### src/rtl/plic_scalable.sv
// Platform-level interrupt controller with word-banked enable/pending state,
// per-source edge counting gateways and a registered per-target priority select.
module plic_scalable #(
    parameter int unsigned N_SOURCE   = 64,
    parameter int unsigned N_TARGET   = 2,
    parameter int unsigned MAX_PRIO   = 7,
    parameter int unsigned EDGE_CNT_W = 3,
    parameter int unsigned ADDR_W     = 24
) (
    input  logic                clk_i,
    input  logic                rst_ni,
    input  logic                req_valid_i,
    input  logic                req_write_i,
    input  logic [ADDR_W-1:0]   req_addr_i,
    input  logic [31:0]         req_wdata_i,
    output logic                rsp_valid_o,
    output logic [31:0]         rsp_rdata_o,
    output logic                rsp_error_o,
    input  logic [N_SOURCE-1:0] le_i,
    input  logic [N_SOURCE-1:0] irq_sources_i,
    output logic [N_TARGET-1:0] eip_targets_o
);

    localparam int unsigned PRIOW = $clog2(MAX_PRIO + 1);
    localparam int unsigned SRCW  = $clog2(N_SOURCE + 1);
    localparam int unsigned NWORD = (N_SOURCE + 1 + 31) / 32;
    localparam int unsigned NBIT  = NWORD * 32;
    localparam logic [EDGE_CNT_W-1:0] CNT_MAX = '1;

    // Register state
    logic [PRIOW-1:0]      prio_q [1:N_SOURCE];
    logic [PRIOW-1:0]      prio_d [1:N_SOURCE];
    logic [EDGE_CNT_W-1:0] cnt_q  [1:N_SOURCE];
    logic [EDGE_CNT_W-1:0] cnt_d  [1:N_SOURCE];
    logic [N_SOURCE:1]     inflight_q, inflight_d;
    logic [N_SOURCE-1:0]   src_q;
    logic [NBIT-1:0]       ie_q [N_TARGET];
    logic [NBIT-1:0]       ie_d [N_TARGET];
    logic [PRIOW-1:0]      thr_q [N_TARGET];
    logic [PRIOW-1:0]      thr_d [N_TARGET];
    logic [SRCW-1:0]       best_id_q [N_TARGET];
    logic [SRCW-1:0]       best_id_d [N_TARGET];
    logic [PRIOW-1:0]      best_prio_q [N_TARGET];
    logic [PRIOW-1:0]      best_prio_d [N_TARGET];
    logic [N_TARGET-1:0]   eip_q, eip_d;
    logic                  rsp_valid_q;
    logic [31:0]           rsp_rdata_q, rsp_rdata_d;
    logic                  rsp_error_q, rsp_error_d;

    // Decode and datapath signals
    logic [31:0]         addr;
    logic                unused_addr;
    logic [31:0]         dec_id, dec_w, dec_t;
    logic                hit_prio, hit_pend, hit_ie, hit_thr, hit_claim, dec_err;
    logic                wr, rd;
    logic [NBIT-1:0]     ip;
    logic [N_SOURCE-1:0] rise;
    logic [SRCW-1:0]     claim_val [N_TARGET];
    logic [N_SOURCE:1]   claim_vec, comp_vec;
    logic [31:0]         rdata;

    assign addr        = 32'(req_addr_i);
    assign unused_addr = ^addr[1:0];
    assign wr          = req_valid_i & req_write_i;
    assign rd          = req_valid_i & ~req_write_i;
    assign rise        = irq_sources_i & ~src_q;

    function automatic logic [PRIOW-1:0] clamp_prio(input logic [PRIOW-1:0] raw);
        logic [PRIOW-1:0] v;
        v = raw;
        if (32'(v) > MAX_PRIO) v = PRIOW'(MAX_PRIO);
        return v;
    endfunction

    // Address decode into register class plus id/word/target fields
    always_comb begin
        hit_prio  = 1'b0;
        hit_pend  = 1'b0;
        hit_ie    = 1'b0;
        hit_thr   = 1'b0;
        hit_claim = 1'b0;
        dec_err   = 1'b0;
        dec_id    = {22'd0, addr[11:2]};
        dec_w     = {22'd0, addr[11:2]};
        dec_t     = 32'd0;
        if (addr[31:12] == 20'h0) begin
            if (dec_id <= N_SOURCE) hit_prio = 1'b1;
            else dec_err = 1'b1;
        end else if (addr[31:12] == 20'h1) begin
            if (dec_w < NWORD) hit_pend = 1'b1;
            else dec_err = 1'b1;
        end else if (addr[31:12] == 20'h2) begin
            dec_t = {27'd0, addr[11:7]};
            dec_w = {27'd0, addr[6:2]};
            if (dec_t < N_TARGET && dec_w < NWORD) hit_ie = 1'b1;
            else dec_err = 1'b1;
        end else if (addr[31:17] == 15'h10) begin
            dec_t = {27'd0, addr[16:12]};
            if (dec_t < N_TARGET && addr[11:2] == 10'd0) hit_thr = 1'b1;
            else if (dec_t < N_TARGET && addr[11:2] == 10'd1) hit_claim = 1'b1;
            else dec_err = 1'b1;
        end else begin
            dec_err = 1'b1;
        end
    end

    // Gateway pending: level follows the line, edge follows the counter; both masked in flight
    always_comb begin
        ip = '0;
        for (int unsigned i = 1; i <= N_SOURCE; i++) begin
            ip[i] = (le_i[i-1] ? (cnt_q[i] != '0) : irq_sources_i[i-1]) & ~inflight_q[i];
        end
    end

    // Claim value per target: the registered winner is only handed out if still claimable
    always_comb begin
        for (int unsigned t = 0; t < N_TARGET; t++) begin
            claim_val[t] = '0;
            for (int unsigned i = 1; i <= N_SOURCE; i++) begin
                if (32'(best_id_q[t]) == i && ip[i] && ie_q[t][i]) claim_val[t] = best_id_q[t];
            end
        end
    end

    // Per-target select: strict '>' while scanning upward keeps the lowest ID on ties
    always_comb begin
        for (int unsigned t = 0; t < N_TARGET; t++) begin
            best_prio_d[t] = '0;
            best_id_d[t]   = '0;
            for (int unsigned i = 1; i <= N_SOURCE; i++) begin
                if (ip[i] && ie_q[t][i] && prio_q[i] > best_prio_d[t]) begin
                    best_prio_d[t] = prio_q[i];
                    best_id_d[t]   = SRCW'(i);
                end
            end
            eip_d[t] = best_prio_q[t] > thr_q[t];
        end
    end

    // Register writes, claim and complete side effects
    always_comb begin
        prio_d    = prio_q;
        thr_d     = thr_q;
        ie_d      = ie_q;
        claim_vec = '0;
        comp_vec  = '0;
        if (wr && hit_prio) begin
            for (int unsigned i = 1; i <= N_SOURCE; i++) begin
                if (dec_id == i) prio_d[i] = clamp_prio(req_wdata_i[PRIOW-1:0]);
            end
        end
        if (wr && hit_ie) begin
            for (int unsigned t = 0; t < N_TARGET; t++) begin
                for (int unsigned w = 0; w < NWORD; w++) begin
                    if (dec_t == t && dec_w == w) begin
                        for (int unsigned b = 0; b < 32; b++) begin
                            ie_d[t][w*32+b] = (w*32+b >= 1 && w*32+b <= N_SOURCE) ?
                                              req_wdata_i[b] : 1'b0;
                        end
                    end
                end
            end
        end
        for (int unsigned t = 0; t < N_TARGET; t++) begin
            if (dec_t == t) begin
                if (wr && hit_thr) thr_d[t] = clamp_prio(req_wdata_i[PRIOW-1:0]);
                for (int unsigned i = 1; i <= N_SOURCE; i++) begin
                    if (wr && hit_claim && 32'(req_wdata_i[SRCW-1:0]) == i && ie_q[t][i])
                        comp_vec[i] = 1'b1;
                    if (rd && hit_claim && 32'(claim_val[t]) == i)
                        claim_vec[i] = 1'b1;
                end
            end
        end
    end

    // Edge counters and in-flight flags; an edge coinciding with a claim nets to zero
    always_comb begin
        for (int unsigned i = 1; i <= N_SOURCE; i++) begin
            inflight_d[i] = (inflight_q[i] | claim_vec[i]) & ~comp_vec[i];
            cnt_d[i]      = cnt_q[i];
            if (!le_i[i-1]) begin
                cnt_d[i] = '0;
            end else if (rise[i-1] && !claim_vec[i]) begin
                if (cnt_q[i] != CNT_MAX) cnt_d[i] = cnt_q[i] + 1'b1;
            end else if (!rise[i-1] && claim_vec[i]) begin
                cnt_d[i] = cnt_q[i] - 1'b1;
            end
        end
    end

    // Read mux on current state; errors and writes return zero
    always_comb begin
        rdata = '0;
        if (hit_prio) begin
            for (int unsigned i = 1; i <= N_SOURCE; i++) begin
                if (dec_id == i) rdata = 32'(prio_q[i]);
            end
        end
        for (int unsigned w = 0; w < NWORD; w++) begin
            if (hit_pend && dec_w == w) rdata = ip[w*32 +: 32];
        end
        for (int unsigned t = 0; t < N_TARGET; t++) begin
            if (dec_t == t) begin
                for (int unsigned w = 0; w < NWORD; w++) begin
                    if (hit_ie && dec_w == w) rdata = ie_q[t][w*32 +: 32];
                end
                if (hit_thr)   rdata = 32'(thr_q[t]);
                if (hit_claim) rdata = 32'(claim_val[t]);
            end
        end
        rsp_rdata_d = rd ? rdata : 32'd0;
        rsp_error_d = req_valid_i & dec_err;
    end

    // State registers with asynchronous reset
    always_ff @(posedge clk_i or negedge rst_ni) begin
        if (!rst_ni) begin
            for (int unsigned i = 1; i <= N_SOURCE; i++) begin
                prio_q[i] <= '0;
                cnt_q[i]  <= '0;
            end
            for (int unsigned t = 0; t < N_TARGET; t++) begin
                ie_q[t]        <= '0;
                thr_q[t]       <= '0;
                best_id_q[t]   <= '0;
                best_prio_q[t] <= '0;
            end
            inflight_q  <= '0;
            src_q       <= '0;
            eip_q       <= '0;
            rsp_valid_q <= 1'b0;
            rsp_rdata_q <= '0;
            rsp_error_q <= 1'b0;
        end else begin
            prio_q      <= prio_d;
            cnt_q       <= cnt_d;
            ie_q        <= ie_d;
            thr_q       <= thr_d;
            best_id_q   <= best_id_d;
            best_prio_q <= best_prio_d;
            inflight_q  <= inflight_d;
            src_q       <= irq_sources_i;
            eip_q       <= eip_d;
            rsp_valid_q <= req_valid_i;
            rsp_rdata_q <= rsp_rdata_d;
            rsp_error_q <= rsp_error_d;
        end
    end

    assign eip_targets_o = eip_q;
    assign rsp_valid_o   = rsp_valid_q;
    assign rsp_rdata_o   = rsp_rdata_q;
    assign rsp_error_o   = rsp_error_q;

endmodule

### config.mk
export PLATFORM = sky130hd
export DESIGN_NAME = plic_scalable
export DESIGN_NICKNAME = d
export VERILOG_FILES = /design/src/rtl/plic_scalable.sv
export SDC_FILE = /design/constraint.sdc
export NUM_CORES = 2
export LEC_CHECK = 0
export ABC_AREA = 0
export CORE_MARGIN = 1.5
export CORE_UTILIZATION = 30
export DETAILED_ROUTE_END_ITERATION = 8
export GPL_TIMING_DRIVEN = 0
export PLACE_DENSITY = 0.55
export SLEW_MARGIN = 10
export SYNTH_ARGS = -nofsm -noshare
export SYNTH_HDL_FRONTEND = slang
export SYNTH_SLANG_ARGS = --single-unit
### constraint.sdc
create_clock -name clk_i -period 137.5 [get_ports clk_i]
set_clock_uncertainty 0.15 [all_clocks]
set_input_delay 34.375 -clock clk_i [delete_from_list [all_inputs] [get_ports clk_i]]
set_output_delay 34.375 -clock clk_i [all_outputs]
set_load 0.02 [all_outputs]
==> impl_metrics.ini <==
[status]
outcome = complete, no violations

[clocking]
clock_sinks = 702
cts_tree = built
cts_resized = 0
clockBufferDepth = 3
root_buffer = clkbuf_16
cts_made_buffers = 89
cts_hold_repair.buffers = 0
path_clk_slew_ps = 60
insertion_delay_ps = 780
cts_setup_buffers = 0
cts_max_level = 3

[sta]
period_minus_slack_ps = 127250
whs_ps = 353
rsz0062_at_grt = no
setup_tns_ps = 0
slew_violations = 0
relSlewSlack_pct = 5.14
worst_pin_slew_ps = 1410
hold_viol_final = 0
setup_viol = 0
fmax_mhz = 7.86
final.period_utilization_pct = 92.5

[synthesis]
synth_cell_types = 123
synth_top_area_share_pct = 31.1
synth-edff-count = 0
synth.largest_area_cell = dfrtp_1
synthTopCellsByArea = dfrtp_1 (31%), mux2_2 (6.1%), nand2_1 (5.3%), nor2_1 (5.0%), a21oi_1 (3.5%)
yosysWarnings = 0
avgSynthCellArea_sq_um = 8.12
synth-seq-cells = 702
syn_nets = 7358
synth_area_sq_um = 56500
async_flop_share_pct = 100
yosysSeqAreaShare_pct = 31.1
yosysMostFrequentCell = nand2_1
synthFlopType = dfrtp_1
syn-instance-count = 6960
synthTopCellsByCount = nand2_1 (795), nor2_1 (760), dfrtp_1 (702)

[worst_setup_path]
reg2regPathDepth = 426
reg2reg_slack_ps = 43910
cp_max_fo = 10
crit_arrival_ps = 127740
rr_endpoint = best_prio_q[4]
cp.required_ps = 137990
cpMostUsedCell = ha_1
cp_slowest_stage_delay_ps = 810
crit_type = in -> reg
crit_path_end_kind = flip-flop
crit_path_top_delay_cell = o41ai_1
r2r-start = cnt_q[189]
start_kind = input port

[min_path]
min_from = inflight_q[2]
hold_depth = 1
min_to = inflight_q[2]
hold_path_class = reg -> reg

[floorplanning]
num_io_pins = 224
fp.dieW_um = 437
start_util_pct = 30.1
rows = 159
die-area_sq_um = 191000
die_h_um = 437
core_sq_um = 187000

[job]
cap_violations = 0

[place]
placed_cells = 9700
hpwl_um = 223000
portBuffers = 217
gp_congestion = 1.07

[grt]
grt_max_degree = 102
grt_pass1_wl_um = 392000
first_global_vias = 55600
overflow = 0
grt_use_total_pct = 27.8
antenna_found_initial = 35

[power]
vdd_drop_max_uv = 9.85
leakage_nw = 27.5
powerDensity_nw_per_um2 = 8.20

[detailed_routing]
ant_nets = 0
wl_per_cell_um = 27.9
drt-total-wl_um = 276000
dr.pass1.iters = 8
drt-initial-drc-count = 7032
drc = 0
vias_per_cell = 6.05
dr_total_vias = 59800

[cells_and_area]
fillCellCount = 19600
layout.nets = 7694
instances_no_fill = 9884
drive_gt1_share_pct = 9.87
syn_to_final_growth_pct = 16.0
## critical path: cells and delay by family
kind                     cells  cell delay (ps)
AO/OA/AOI/OAI              172            38900
buffers and inverters       13             2310
AND/OR/NAND/NOR            145            23460
multiplexers                17             6140
adder cells (fa/ha/maj)     80            22520
## through the flow
stage | utilization (%) | power (mW) | worst slack [ps] | cell area (sq um)
2_1_floorplan | - | 0.253 | 25230 | 56500
3_3_place_gp | 33.0 | 0.279 | 11280 | 61800
3_5_place_dp | 33.3 | 0.283 | 10800 | 62400
4_1_cts | 34.9 | 0.539 | 11280 | 65500
5_1_grt | 35.0 | 0.554 | 2940 | 65500
6_report | 35.0 | 0.538 | 10250 | 65500
## layout by cell type (no fill, tap or decap), drive strengths merged, types with 64 or more instances in the layout
cell           netlist  layout
a211oi             127     127
nand2b              88      88
clkdlybuf4s50        0     216
or2                102     102
and2               238     238
a22oi              203     203
ha                 146     146
o32a                66      66
nand2              796     796
o21ai              376     376
nand3              238     238
a31oi              136     136
a221oi              64      64
nor3               185     185
clkbuf             259     383
and3               110     110
mux2               310     310
dfrtp              702     702
inv                380     384
nor2               761     761
a21oi              394     394
fa                  64      64
## flip-flops by register name, indices dropped and copies added (netlist names)
name and count:
eip_targets_o 2, inflight_q 64, best_prio_q 6, cnt_q 192, rsp_error_o 1, best_id_q 14, prio_q 192, thr_q 6
rsp_valid_o 1, rsp_rdata_o 32, ie_q 128, src_q 64
## worst max path at each step
stage | start | endpoint | slack (ps) | cells past startpoint
floorplan | le_i[0] | best_prio_q[4] | 25230 | 425
global placement | le_i[0] | best_prio_q[4] | 11280 | 423
CTS | le_i[0] | best_prio_q[4] | 11280 | 427
finish | le_i[0] | best_prio_q[4] | 10250 | 427
detailed placement | le_i[0] | best_prio_q[4] | 10800 | 427
global route | le_i[0] | best_prio_q[4] | 2940 | 428
## final cells by class
class	instances	area [sq um]	area share, %
sequential	702	17600	26.8
clock inverter	36	519	0.792
antenna	24	60.1	0.0916
timing repair buffer	245	2570	3.93
buffer	287	1100	1.68
inverter	382	1430	2.19
clock buffer	124	2590	3.95
multi-input combinational	5589	36600	55.8
tap	2495	3120	4.76
## report_power, final
part	leakage (nW)	switching [mW]	internal (mW)
Clock	1.50	0.108	0.149
Sequential	9.24	0.00696	0.214
Combinational	16.7	0.0375	0.0225
## kinds of logic (layout without fill, tap and decap cells)
logic type	count (synthesis)	in the layout	share of synthesized area, %
other	0	24	0
adder cells (fa/ha/maj)	270	270	6.56
AND/OR/NAND/NOR	2825	2825	24.1
XOR/XNOR	24	24	0.372
flip-flops	702	702	31.1
buffers and inverters	669	1074	4.48
AO/OA/AOI/OAI	2131	2131	26.6
multiplexers	339	339	6.75
## routing by layer
| metal | global-route usage, % | up-vias | routed length (um) |
|---|---|---|---|
| met4 | 17.0 | 18 | 19300 |
| met5 | 0 | - | 126 |
| met1 | 35.7 | 29500 | 112000 |
| li1 | - | 26500 | - |
| met3 | 8.04 | 700 | 28300 |
| met2 | 40.9 | 3093 | 116000 |
Power figures use the tool's default switching activity.
